**src/rtl/uart_tx_mmio.sv**
```systemverilog
// Memory-mapped 8N1 UART transmitter with a small TX FIFO on the core data bus.
// Optional macro UART_TX_IRQ_EN adds the CTRL irq_enable bit and the irq_o output.
//
// state | meaning
// IDLE  | line high, waiting for a byte in the FIFO
// START | start bit (line low) for DIV cycles
// DATA  | 8 data bits, LSB first, DIV cycles each
// STOP  | stop bit (line high) for DIV cycles; chains to START if FIFO non-empty

module uart_tx_mmio #(
    parameter int unsigned CLK_FREQ   = 1000000,
    parameter int unsigned BAUD_RATE  = 100000,
    parameter logic [31:0] BASE_ADDR  = 32'h0000_1000,
    parameter int unsigned FIFO_DEPTH = 8
) (
    input  logic        clk,
    input  logic        rst,
    input  logic        rd_en_i,
    input  logic        wr_en_i,
    input  logic [31:0] addr_i,
    input  logic [31:0] data_i,
    output logic [31:0] data_o,
    output logic        ack_o,
    output logic        tx_o
`ifdef UART_TX_IRQ_EN
    ,
    output logic        irq_o
`endif
);

    localparam int unsigned DIV = CLK_FREQ / BAUD_RATE;
    localparam int unsigned AW  = (FIFO_DEPTH > 1) ? $clog2(FIFO_DEPTH) : 1;
    localparam int unsigned CW  = AW + 1;
    localparam int unsigned DW  = (DIV > 1) ? $clog2(DIV) : 1;
    localparam logic [DW-1:0] DIV_LAST = DW'(DIV - 1);

    generate
        if (DIV < 2) begin : g_bad_div
            $error("uart_tx_mmio: CLK_FREQ/BAUD_RATE must be >= 2");
        end
        if (BASE_ADDR[3:0] != 4'h0) begin : g_bad_base
            $error("uart_tx_mmio: BASE_ADDR[3:0] must be 0");
        end
        if (FIFO_DEPTH < 2 || FIFO_DEPTH > 256 ||
            (FIFO_DEPTH & (FIFO_DEPTH - 1)) != 0) begin : g_bad_depth
            $error("uart_tx_mmio: FIFO_DEPTH must be a power of two in 2..256");
        end
    endgenerate

    typedef enum logic [1:0] {
        ST_IDLE  = 2'd0,
        ST_START = 2'd1,
        ST_DATA  = 2'd2,
        ST_STOP  = 2'd3
    } state_e;

    state_e          state_q, state_d;
    logic [DW-1:0]   div_q, div_d;
    logic [2:0]      bit_q, bit_d;
    logic [7:0]      shift_q, shift_d;
    logic            tx_q, tx_d;

    logic [7:0]      mem_q [FIFO_DEPTH];
    logic [AW-1:0]   wr_ptr_q, wr_ptr_d;
    logic [AW-1:0]   rd_ptr_q, rd_ptr_d;
    logic [CW-1:0]   count_q, count_d;
    logic            ovf_q, ovf_d;
    logic            ack_q, ack_d;
    logic [31:0]     rdata_q, rdata_d;

    logic            sel, acc, wr_acc, rd_acc;
    logic [1:0]      off;
    logic            full, empty, busy;
    logic            push_req, push, pop;
    logic [31:0]     status, ctrl_rd;

    logic            unused_bits;
    assign unused_bits = ^{data_i[31:8], addr_i[1:0]};

    assign sel    = (addr_i[31:4] == BASE_ADDR[31:4]);
    assign acc    = sel & (rd_en_i | wr_en_i);
    assign wr_acc = sel & wr_en_i;
    assign rd_acc = sel & rd_en_i & ~wr_en_i;
    assign off    = addr_i[3:2];

    assign full  = (count_q == CW'(FIFO_DEPTH));
    assign empty = (count_q == '0);
    assign busy  = (state_q != ST_IDLE);

    // Full is taken from the registered count, so a same-cycle pop never rescues a push.
    assign push_req = wr_acc & (off == 2'd0);
    assign push     = push_req & ~full;

    assign status = {16'h0, 8'(count_q), 4'h0, ovf_q, busy, empty, full};

`ifdef UART_TX_IRQ_EN
    logic irq_en_q, irq_en_d;
    logic irq_q, irq_d;

    assign ctrl_rd = {31'h0, irq_en_q};
    assign irq_o   = irq_q;

    always_comb begin
        irq_en_d = irq_en_q;
        if (wr_acc && off == 2'd2) begin
            irq_en_d = data_i[0];
        end
        irq_d = irq_en_q & empty & ~busy;
    end

    always_ff @(posedge clk) begin
        if (rst) begin
            irq_en_q <= 1'b0;
            irq_q    <= 1'b0;
        end else begin
            irq_en_q <= irq_en_d;
            irq_q    <= irq_d;
        end
    end
`else
    assign ctrl_rd = 32'h0;
`endif

    always_comb begin
        ack_d   = acc;
        rdata_d = 32'h0;
        if (rd_acc) begin
            case (off)
                2'd1:    rdata_d = status;
                2'd2:    rdata_d = ctrl_rd;
                default: rdata_d = 32'h0;
            endcase
        end

        ovf_d = ovf_q;
        if (push_req && full) begin
            ovf_d = 1'b1;
        end else if (wr_acc && off == 2'd1 && data_i[3]) begin
            ovf_d = 1'b0;
        end
    end

    always_comb begin
        state_d = state_q;
        div_d   = div_q;
        bit_d   = bit_q;
        shift_d = shift_q;
        pop     = 1'b0;

        case (state_q)
            ST_IDLE: begin
                if (!empty) begin
                    state_d = ST_START;
                    pop     = 1'b1;
                    shift_d = mem_q[rd_ptr_q];
                    div_d   = DIV_LAST;
                end
            end
            ST_START: begin
                if (div_q == '0) begin
                    state_d = ST_DATA;
                    div_d   = DIV_LAST;
                    bit_d   = 3'd0;
                end else begin
                    div_d = div_q - DW'(1);
                end
            end
            ST_DATA: begin
                if (div_q == '0) begin
                    div_d   = DIV_LAST;
                    shift_d = {1'b0, shift_q[7:1]};
                    if (bit_q == 3'd7) begin
                        state_d = ST_STOP;
                    end else begin
                        bit_d = bit_q + 3'd1;
                    end
                end else begin
                    div_d = div_q - DW'(1);
                end
            end
            ST_STOP: begin
                if (div_q == '0) begin
                    if (!empty) begin
                        state_d = ST_START;
                        pop     = 1'b1;
                        shift_d = mem_q[rd_ptr_q];
                        div_d   = DIV_LAST;
                    end else begin
                        state_d = ST_IDLE;
                    end
                end else begin
                    div_d = div_q - DW'(1);
                end
            end
            default: state_d = ST_IDLE;
        endcase

        // Line level is registered from the next state so tx_o is glitch-free.
        case (state_d)
            ST_START: tx_d = 1'b0;
            ST_DATA:  tx_d = shift_d[0];
            default:  tx_d = 1'b1;
        endcase
    end

    always_comb begin
        wr_ptr_d = wr_ptr_q;
        rd_ptr_d = rd_ptr_q;
        count_d  = count_q;
        if (push) begin
            wr_ptr_d = wr_ptr_q + AW'(1);
        end
        if (pop) begin
            rd_ptr_d = rd_ptr_q + AW'(1);
        end
        case ({push, pop})
            2'b10:   count_d = count_q + CW'(1);
            2'b01:   count_d = count_q - CW'(1);
            default: count_d = count_q;
        endcase
    end

    always_ff @(posedge clk) begin
        if (push) begin
            mem_q[wr_ptr_q] <= data_i[7:0];
        end
    end

    always_ff @(posedge clk) begin
        if (rst) begin
            state_q  <= ST_IDLE;
            div_q    <= '0;
            bit_q    <= 3'd0;
            shift_q  <= 8'h0;
            tx_q     <= 1'b1;
            wr_ptr_q <= '0;
            rd_ptr_q <= '0;
            count_q  <= '0;
            ovf_q    <= 1'b0;
            ack_q    <= 1'b0;
            rdata_q  <= 32'h0;
        end else begin
            state_q  <= state_d;
            div_q    <= div_d;
            bit_q    <= bit_d;
            shift_q  <= shift_d;
            tx_q     <= tx_d;
            wr_ptr_q <= wr_ptr_d;
            rd_ptr_q <= rd_ptr_d;
            count_q  <= count_d;
            ovf_q    <= ovf_d;
            ack_q    <= ack_d;
            rdata_q  <= rdata_d;
        end
    end

    assign ack_o  = ack_q;
    assign data_o = rdata_q;
    assign tx_o   = tx_q;

endmodule

```
**config.mk**
```make
export PLATFORM = sky130hd
export DESIGN_NAME = uart_tx_mmio
export DESIGN_NICKNAME = d
export VERILOG_FILES = /design/src/rtl/uart_tx_mmio.sv
export SDC_FILE = /design/constraint.sdc
export NUM_CORES = 1
export LEC_CHECK = 0
export ABC_AREA = 0
export BUFFER_PORTS_ARGS = -buffer_cell sky130_fd_sc_hd__buf_2
export CORE_ASPECT_RATIO = 0.5
export CORE_UTILIZATION = 49
export CTS_CLUSTER_SIZE = 25
export DETAILED_ROUTE_END_ITERATION = 7
export GPL_TIMING_DRIVEN = 0
export PLACE_DENSITY = 0.83
export SETUP_SLACK_MARGIN = 0.15
export SLEW_MARGIN = 0
export SYNTH_ARGS = -nofsm -noshare
export SYNTH_HDL_FRONTEND = slang
export SYNTH_SLANG_ARGS = --single-unit
```
**constraint.sdc**
```tcl
create_clock -name clk -period 3.9 [get_ports clk]
set_clock_uncertainty 0.05 [all_clocks]
set_input_delay 0.78 -clock clk [delete_from_list [all_inputs] [get_ports clk]]
set_output_delay 0.78 -clock clk [all_outputs]
set_load 0.02 [all_outputs]
```
==> flow_summary.ini, run 1 <==
[run_status]
outcome = finished clean

[cts]
cts_sinks = 105
cts_hold_buf = 0
cts_root_buf = clkbuf_16
cts_made_buffers = 9
htree_levels = 3
cts_tree = done
post_cts_buffers = 0
clockBufferDepth = 2
clock_latency_ns = 0.34
cts-resized-gates = 0
path_clk_slew_ns = 0.07

[sta]
finalCritPeriodShare = 0.813
hold-worst-slack_ns = 0.416
setup_viol = 0
hold_violations = 0
min_period_ns = 3.17
finalMaxSlewViolations = 0
slew_headroom = 0.368
fmax_mhz = 315
rsz0062_at_grt = false
tightest_slew_ns = 0.943

[worst_setup_path]
crit_required_ns = 4.11
path_max_fanout = 6
crit_arrival_ns = 3.39
path_class = in -> reg
end_kind = flip-flop
critPathLaunchType = primary input

[synthesis]
yosysMostFrequentCell = edfxtp_1
ys_ff_latch = 105
netlist_top_cells_area = edfxtp_1, dfxtp_1, mux4_2
synth_top_flop_cell = edfxtp_1
yosys-top-cells-count = edfxtp_1, dfxtp_1, nor2_1
yosys.area.top_type_share = 0.404
async_flop_share = 0
yosysSeqAreaShare = 0.577
avgSynthCellArea_um2 = 12.9
synthDistinctLibCells = 58
synth_edf_count = 64
yosys_warnings = 0
netlist_area_um2 = 4750
yosys.area.top_type = edfxtp_1
synthCells = 369

[pwr]
p_switching_mw = 0.456
power_frac_seq = 0.556
comb_power_share = 0.039
intPower_mw = 1.65
powerDensity_nw_per_um2 = 378
p_clk_frac = 0.405
p_leak_nw = 2.10
ir_drop_v = 0.000207
swShare = 0.216

[detailed_routing]
via_per_inst = 5.24
vias = 3090
ant_nets = 0
dr.pass1.iters = 4
wl_per_cell_um = 15.8
wl_mm = 9.31
drt_iter0_markers = 186
drc_errors = 0

[die]
io_pins = 102
die_x_um = 141
rows = 24
coreArea_um2 = 9040
start_util = 0.526
dieArea_um2 = 10100
die_y_um = 71.6

[global_route]
grt_usage = 0.197
grt_pass1_wl_mm = 14.7
grt_pass1_vias = 2937
antenna_found_initial = 0
grt_max_degree = 20
grt_overflow_total = 0

[flow_run]
drv_cap = 0

[placed_design]
portBuffers = 51
dp_hpwl_mm = 6.40
gp_congestion = 0.800

[hold_path]
hold_class = reg -> reg

[finish]
utilization = 0.617
nNetsFinal = 535
area_growth_pct = 17.4
diodes = 0
drive_gt1_frac = 0.280
## flip-flops by register name, indices dropped and copies added, names as in the netlist, named ones only
| name | cells |
|---|---|
| mem_q | 64 |
| data_o | 8 |
| shift_q | 8 |
| count_q | 4 |
| div_q | 4 |
| bit_q | 3 |
| rd_ptr_q | 3 |
| wr_ptr_q | 3 |
| state_q | 2 |
| ack_o | 1 |
| ovf_q | 1 |
| tx_o | 1 |
## worst paths after layout
kind / startpoint / end / slack (ns) / cells past startpoint
max: addr_i[13] / count_q[2] / 0.73 / 12
min: ovf_q / data_o[3] / 0.42 / 2
max reg2reg: state_q[0] / count_q[2] / 0.88 / 11
min reg2reg: ovf_q / data_o[3] / 0.42 / 2
## worst max-delay path, cell delays in order
cell and delay [ns]:
buf_2 0.10, nor4b_1 0.31, nand4_1 0.28, nor3_2 0.38, inv_1 0.20, ha_1 0.31, xor2_1 0.16, ha_1 0.18
a21oi_1 0.15, xor2_1 0.09, or3_1 0.31, a21oi_1 0.14
## logic make-up after synthesis
kind of cell	synth area share
adder cells (fa/ha/maj)	0.0316
AO/OA/AOI/OAI	0.0758
other	0.000789
flip-flops	0.577
multiplexers	0.101
buffers and inverters	0.0613
XOR/XNOR	0.0129
AND/OR/NAND/NOR	0.139
## layout make-up
class,instances,area [um2]
tap,130,163
multi-input combinational,239,1830
fill,677,3460
clock buffer,9,225
timing repair buffer,52,263
inverter,7,26.3
buffer,41,265
sequential,105,2740
clock inverter,7,62.6
## per-layer routing
metal	wire length [um]	GRT usage	vias to the layer above
li1	-	-	1506
met1	4070	0.244	1492
met2	4680	0.344	82
met3	451	0.0501	10
met4	113	0.0640	0
met5	0	0	-
## power groups by stage
stage	Combinational (mW)	Sequential (mW)	Clock [mW]
global placement	0.0785	1.20	0
CTS	0.0808	1.17	0.867
floorplan	0.0486	1.20	0
finish	0.0822	1.17	0.853
global route	0.0885	1.17	0.904
detailed placement	0.0805	1.20	0
## cells in the final DEF, fill, tap and decap left out, types with 3 or more instances in the layout
| master | n |
|---|---|
| nor3_2 | 3 |
| a22oi_1 | 3 |
| conb_1 | 24 |
| nand2_1 | 18 |
| and2_1 | 4 |
| xnor2_1 | 3 |
| nor3b_1 | 5 |
| inv_1 | 7 |
| nor2b_1 | 3 |
| dfxtp_1 | 41 |
| a21oi_1 | 18 |
| xor2_1 | 4 |
| nor3_1 | 5 |
| mux4_2 | 16 |
| clkbuf_16 | 9 |
| o21ai_0 | 10 |
| and3b_1 | 3 |
| nand3b_1 | 3 |
| mux2i_1 | 11 |
| nor2_1 | 32 |
| or3_1 | 3 |
| a22o_1 | 6 |
| buf_4 | 25 |
| nor4_1 | 10 |
| buf_2 | 56 |
| edfxtp_1 | 64 |
| clkbuf_1 | 9 |
| and3_1 | 3 |
| ha_1 | 12 |
## through the flow
| stage | power [mW] | worst slack [ns] | area [um2] | std cells | TNS, ns |
|---|---|---|---|---|---|
| after CTS | 2.12 | 0.540 | 5570 | 590 | 0 |
| after global routing | 2.17 | 0.431 | 5580 | 590 | 0 |
| final | 2.11 | 0.728 | 5580 | 590 | 0 |
| after detailed placement | 1.28 | 0.147 | 5290 | 574 | 0 |
| after global placement | 1.28 | -0.157 | 5260 | 573 | -1.25 |
| after floorplan | 1.25 | 0.802 | 4840 | 392 | 0 |
No activity file was read; power rests on OpenSTA's default activity.
==> run 2, diff against run 1 <==
--- a/config.mk
+++ b/config.mk
@@ -5,14 +5,14 @@
 export SDC_FILE = /design/constraint.sdc
 export NUM_CORES = 1
 export LEC_CHECK = 0
-export ABC_AREA = 0
+export ABC_AREA = 1
 export BUFFER_PORTS_ARGS = -buffer_cell sky130_fd_sc_hd__buf_2
 export CORE_ASPECT_RATIO = 0.5
 export CORE_UTILIZATION = 49
 export CTS_CLUSTER_SIZE = 25
 export DETAILED_ROUTE_END_ITERATION = 7
 export GPL_TIMING_DRIVEN = 0
-export PLACE_DENSITY = 0.83
+export PLACE_DENSITY = 0.85
 export SETUP_SLACK_MARGIN = 0.15
 export SLEW_MARGIN = 0
 export SYNTH_ARGS = -nofsm -noshare
==> constraint.sdc (replaced) <==
create_clock -name clk -period 2.6 [get_ports clk]
set_clock_uncertainty 0.05 [all_clocks]
set_input_delay 0.52 -clock clk [delete_from_list [all_inputs] [get_ports clk]]
set_output_delay 0.52 -clock clk [all_outputs]
set_load 0.02 [all_outputs]
==> run 2 against run 1 <==
Effect of this change: clock power is 52% higher; first-iteration DRC count increased to 2.8 times the previous value; clock-buffer cell count is 3 higher; utilization decreased by 0.33 points; setup slack worse by 0.46 ns; via count up 31%; synthesized cell count increased by 49%; sequential cell count is the same; power up 150%; combinational power grew to 24 times the previous value; die area up 3.6%; largest cell class unchanged.
==> flow_summary.ini, run 2 <==
[run_status]
outcome = finished clean

[die]
rows = 25
dieArea_um2 = 10500
start_util = 0.513
coreArea_um2 = 9600
die_y_um = 72.9
io_pins = 102
die_x_um = 144

[cts]
cts_root_buf = clkbuf_16
cts_tree = done
cts_made_buffers = 9
cts_sinks = 105
clock_latency_ns = 0.35
path_clk_slew_ns = 0.08
htree_levels = 3
clockBufferDepth = 2

[finish]
final_common_cell = nand2_1
utilization = 0.614
area_growth_pct = 19.6
largest_register_ffs = 64
drive_gt1_frac = 0.227
diodes = 0
nNetsFinal = 724
layout_common_cells = nand2_1, nand3_1, edfxtp_1
top_register = mem_q
fillCellCount = 709

[global_route]
grt_pass1_wl_mm = 17.2
grt_usage = 0.220
antenna_found_initial = 0
grt_max_degree = 18
grt_pass1_vias = 3612
grt_overflow_total = 0

[worst_setup_path]
path_class = in -> reg
worstReg2RegStart = div_q[0]
slowest_delay_ns = 0.23
path_max_fanout = 7
reg2reg_to = count_q[2]
end_kind = flip-flop
r2r_slack_ns = 0.29
crit_arrival_ns = 2.57
worstPathCellList = buf_2 > nor2_1 > nand2_1 > nor2_2 > nand3_1 > nor2_4 > nand4_4 > buf_4 > ha_4 > xnor2_1 > inv_1 > nand3_1 > nand2_1 > nand3b_1 > o21ai_0 > a21oi_1
cpMaxStageDelayCell = xnor2_1
rr_worst_depth = 15
critPathLaunchType = primary input
crit_required_ns = 2.84

[sta]
finalMaxSlewViolations = 0
slew_headroom = 0.378
rsz0062_at_grt = true
fin_setup_tns_ns = 0
finalCritPeriodShare = 0.898
fmax_mhz = 428
fin_ws_ns = 0.266
min_period_ns = 2.33
hold_violations = 0
setup_viol = 0
tightest_slew_ns = 0.930

[placed_design]
gp_congestion = 0.850
preCtsSetupSlack_ns = -0.530
dp_hpwl_mm = 7.22
portBuffers = 50

[pwr]
intPower_mw = 3.29
swShare = 0.374
p_clk_frac = 0.248
power_frac_seq = 0.381
p_leak_nw = 2.50
comb_power_share = 0.371
powerDensity_nw_per_um2 = 891
p_switching_mw = 1.96
ir_drop_v = 0.000462

[detailed_routing]
wl_per_cell_um = 14.3
dr.pass1.iters = 6
ant_nets = 0
wl_mm = 11.2
via_per_inst = 5.18
vias = 4058
drt_iter0_markers = 518
drc_errors = 0

[synthesis]
yosys_warnings = 0
yosys-top-cells-count = nand2_1, nand3_1, edfxtp_1
yosysSeqAreaShare = 0.556
synthDistinctLibCells = 30
avgSynthCellArea_um2 = 8.96
async_flop_share = 0
netlist_top_cells_area = edfxtp_1, dfxtp_1, nand2_1
netlist_area_um2 = 4930
yosysMostFrequentCell = nand2_1
yosys.area.top_type = edfxtp_1
synthCells = 550
synth_top_flop_cell = edfxtp_1
synth_edf_count = 64
yosys.area.top_type_share = 0.390
ys_ff_latch = 105

[hold_path]
hold_depth = 2
hold_end = data_o[3]
hold_class = reg -> reg
hold_path_startpoint = ovf_q

[flow_run]
drv_cap = 0
==> run 2: logic make-up (layout without fill, tap and decap cells) <==
| family | Yosys count | after routing | share of synthesized area |
|---|---|---|---|
| AO/OA/AOI/OAI | 48 | 48 | 0.0528 |
| XOR/XNOR | 6 | 6 | 0.0107 |
| adder cells (fa/ha/maj) | 12 | 12 | 0.0305 |
| buffers and inverters | 87 | 163 | 0.0899 |
| flip-flops | 105 | 105 | 0.556 |
| other | 1 | 24 | 0.000761 |
| AND/OR/NAND/NOR | 291 | 291 | 0.259 |
==> run 2: worst max-delay path by stage <==
stage / start / to / slack (ns) / cells past startpoint
after floorplan: addr_i[11] / count_q[2] / 0.20 / 13
after global placement: addr_i[9] / mem_q[3][5] / -0.39 / 8
after detailed placement: addr_i[11] / mem_q[3][7] / -0.53 / 8
after CTS: state_q[0] / count_q[2] / -0.08 / 15
after global routing: addr_i[9] / mem_q[4][0] / 0.07 / 10
final: addr_i[11] / count_q[3] / 0.27 / 16
==> run 2: worst max-delay path: cells and delay by family <==
| kind | cells | cell delay (ns) |
|---|---|---|
| AOI/OAI and AO/OA | 2 | 0.21 |
| xor gates and xnor gates | 1 | 0.23 |
| adders and majority gates | 1 | 0.18 |
| buffers and inverters | 3 | 0.43 |
| and+or+nand+nor | 9 | 1.00 |
==> run 2: repair_timing <==
item	4_1_cts	5_1_grt
pin swaps	0	3
gates resized for setup	5	21
setup buffers	0	10
endpoints found under the setup margin	35	38
hold buffers	0	0
==> run 2: power by group through the flow <==
stage | registers, mW | clock network, mW | logic, mW
floorplan | 2.01 | 0 | 1.33
global placement | 2.01 | 0 | 1.68
CTS | 1.99 | 1.30 | 1.78
finish | 2.00 | 1.30 | 1.95
global route | 2.02 | 1.38 | 2.16
detailed placement | 2.02 | 0 | 1.74
==> run 2: final cells by class <==
type                            count  area, um2  area share
Buffer                             39        263      0.0446
Clock buffer                       12        246      0.0418
Clock inverter                      4       33.8     0.00573
Inverter                           48        183      0.0310
Multi-Input combinational cell    381       1930       0.327
Sequential cell                   105       2750       0.466
Tap cell                          135        169      0.0287
Timing Repair Buffer               60        325      0.0552
==> run 2: metrics by stage <==
step | instance area (um2) | hold slack, ns | power, mW | instances
global route | 5890 | 0.394 | 5.55 | 784
detailed placement | 5430 | 0.363 | 3.76 | 758
floorplan | 5010 | 0.355 | 3.34 | 573
CTS | 5740 | 0.374 | 5.07 | 774
global placement | 5430 | 0.367 | 3.69 | 758
finish | 5890 | 0.375 | 5.25 | 784
==> run 2: per-layer routing <==
layer	track usage	up-vias	share of wire
met1	0.284	1809	0.39
li1	-	1965	-
met2	0.363	254	0.47
met4	0.0745	0	0.024
met3	0.0577	30	0.11
met5	0	-	0
==> run 3, diff against run 2 <==
--- a/config.mk
+++ b/config.mk
@@ -7,11 +7,12 @@
 export LEC_CHECK = 0
 export ABC_AREA = 1
 export BUFFER_PORTS_ARGS = -buffer_cell sky130_fd_sc_hd__buf_2
+export CAP_MARGIN = 15
 export CORE_ASPECT_RATIO = 0.5
 export CORE_UTILIZATION = 49
 export CTS_CLUSTER_SIZE = 25
 export DETAILED_ROUTE_END_ITERATION = 7
-export GPL_TIMING_DRIVEN = 0
+export GPL_TIMING_DRIVEN = 1
 export PLACE_DENSITY = 0.85
 export SETUP_SLACK_MARGIN = 0.15
 export SLEW_MARGIN = 0
==> constraint.sdc (replaced) <==
create_clock -name clk -period 2 [get_ports clk]
set_clock_uncertainty 0.05 [all_clocks]
set_input_delay 0.4 -clock clk [delete_from_list [all_inputs] [get_ports clk]]
set_output_delay 0.4 -clock clk [all_outputs]
set_load 0.02 [all_outputs]
==> run 3 against run 2 <==
Effect of this change: sequential cell count is the same; combinational power grew 65%; register-to-register slack lost 0.40 ns; cell count grew 1.5%; sequential power grew 29%; hold slack lost 0.11 ns; first-iteration DRC count grew 7.9%; the flow now finishes with violations (negative setup slack); sequential share of layout area shrank 2.0 points; wire length grew 10%.
==> flow_summary.ini, run 3 (same netlist as run 2, synthesis figures left out) <==
[die]
io_pins = 102
dieArea_um2 = 10500
die_y_um = 72.9
start_util = 0.513
die_x_um = 144
rows = 25
coreArea_um2 = 9600

[global_route]
grt_overflow_total = 0
grt_pass1_wl_mm = 19.1
antenna_found_initial = 0
grt_usage = 0.248
grt_max_degree = 33
grt_pass1_vias = 3933

[cts]
htree_levels = 3
clockBufferDepth = 2
path_clk_slew_ns = 0.08
cts_tree = done
cts_sinks = 105
cts_root_buf = clkbuf_16
clock_latency_ns = 0.36
cts_made_buffers = 9

[worst_setup_path]
r2r_slack_ns = -0.11
cp_num_buf_inv = 4
rr_worst_depth = 15
path_max_fanout = 4
path_class = reg -> reg
end_kind = flip-flop
cpLargestDelayFamily = simple AND/OR/NAND/NOR gates
cpMaxStageDelayCell = dfxtp_2
critPathLaunchType = flip-flop
cp_common_cell = inv_2
worstReg2RegStart = state_q[1]
crit_required_ns = 2.21
worstPathCellList = inv_2 > ha_4 > inv_4 > nand2_4 > nand2_4 > inv_2 > nand3_2 > inv_2 > ha_4 > xor2_4 > nand3_1 > nand2_1 > nand3b_1 > o21ai_1 > a21oi_1
slowest_delay_ns = 0.35
crit_arrival_ns = 2.32
reg2reg_to = count_q[3]

[detailed_routing]
ant_nets = 0
wl_mm = 12.3
routed.top_layer = met4
met1_length_mm = 4.80
via_per_inst = 5.39
wl_met2_mm = 5.96
drt_iter0_markers = 559
wl_per_cell_um = 15.5
drc_errors = 0
dr.pass1.iters = 5
wl_met3_mm = 1.14
vias = 4293

[sta]
tightest_slew_ns = 0.539
min_period_ns = 2.11
hold-worst-slack_ns = 0.261
rsz0062_at_grt = true
finalCritPeriodShare = 1.05
setup_viol = 2
fmax_mhz = 474
hold_violations = 0
finalMaxSlewViolations = 0
slew_headroom = 0.640
fin_ws_ns = -0.110

[hold_path]
hold_depth = 1
hold_path_startpoint = data_i[5]
hold_end = mem_q[7][5]
hold_class = in -> reg

[placed_design]
portBuffers = 51
dp_hpwl_mm = 7.73
gp_congestion = 0.854

[pwr]
powerDensity_nw_per_um2 = 1240
ir_drop_v = 0.000532
fin_total_pwr_mw = 7.61
p_leak_nw = 2.59

[finish]
utilization = 0.640
final_common_cell = nand2_1
top_register = mem_q
drive_gt1_frac = 0.266
largest_register_ffs = 64
nNetsFinal = 736
diodes = 0
layout_common_cells = nand2_1, nand3_1, edfxtp_1
area_growth_pct = 24.8

[flow_run]
drv_cap = 0

[run_status]
violations = negative setup slack
outcome = finished with violations
run 3: changes by cell type in the layout (fill, tap and decap cells not counted), sizes merged:
cell    before  now
buf         95  111
clkbuf      16    9
clkinv       1    4
inv         51   50
bufinv       0    1
run 3: timing repair:
| item | CTS | global route |
|---|---|---|
| buffers inserted | 6 | 5 |
| hold buffers | 0 | 0 |
| endpoints found under the setup margin | 4 | 37 |
| resized for setup | 20 | 13 |
| pin swaps | 4 | 5 |
run 3: per-layer routing:
| metal | up-vias | track usage |
|---|---|---|
| met3 | 45 | 0.0499 |
| met5 | - | 0 |
| met4 | 0 | 0.131 |
| met1 | 1974 | 0.295 |
| met2 | 292 | 0.430 |
| li1 | 1982 | - |
run 3: through the flow:
step,instances,setup TNS [ns],area [um2],worst slack [ns]
after global routing,796,-0.406,6150,-0.207
after detailed placement,769,-8.06,5630,-0.386
after CTS,791,-0.0533,6060,-0.0306
after floorplan,573,-5.70,5090,-0.169
after global placement,769,-4.86,5630,-0.290
final,796,-0.214,6150,-0.110
run 3: worst max path at each step:
stage / startpoint / end / cells past startpoint / slack, ns
2_1_floorplan: addr_i[9] / mem_q[1][0] / 7 / -0.17
3_5_place_dp: addr_i[9] / count_q[2] / 14 / -0.39
4_1_cts: state_q[0] / count_q[3] / 15 / -0.03
6_report: state_q[1] / count_q[3] / 15 / -0.11
5_1_grt: state_q[1] / count_q[3] / 15 / -0.21
3_3_place_gp: addr_i[9] / count_q[2] / 14 / -0.29
run 3: final cells by class:
type | instances | area (um2)
clock inverter | 7 | 77.6
multi-input combinational | 381 | 2020
timing repair buffer | 111 | 729
inverter | 48 | 183
tap | 135 | 169
fill | 674 | 3450
clock buffer | 9 | 225
sequential | 105 | 2750
run 3: power by group:
part	total (mW)	switching, mW	internal, mW
logic	3.21	1.88	1.33
registers	2.58	0.119	2.46
clock network	1.82	0.834	0.985
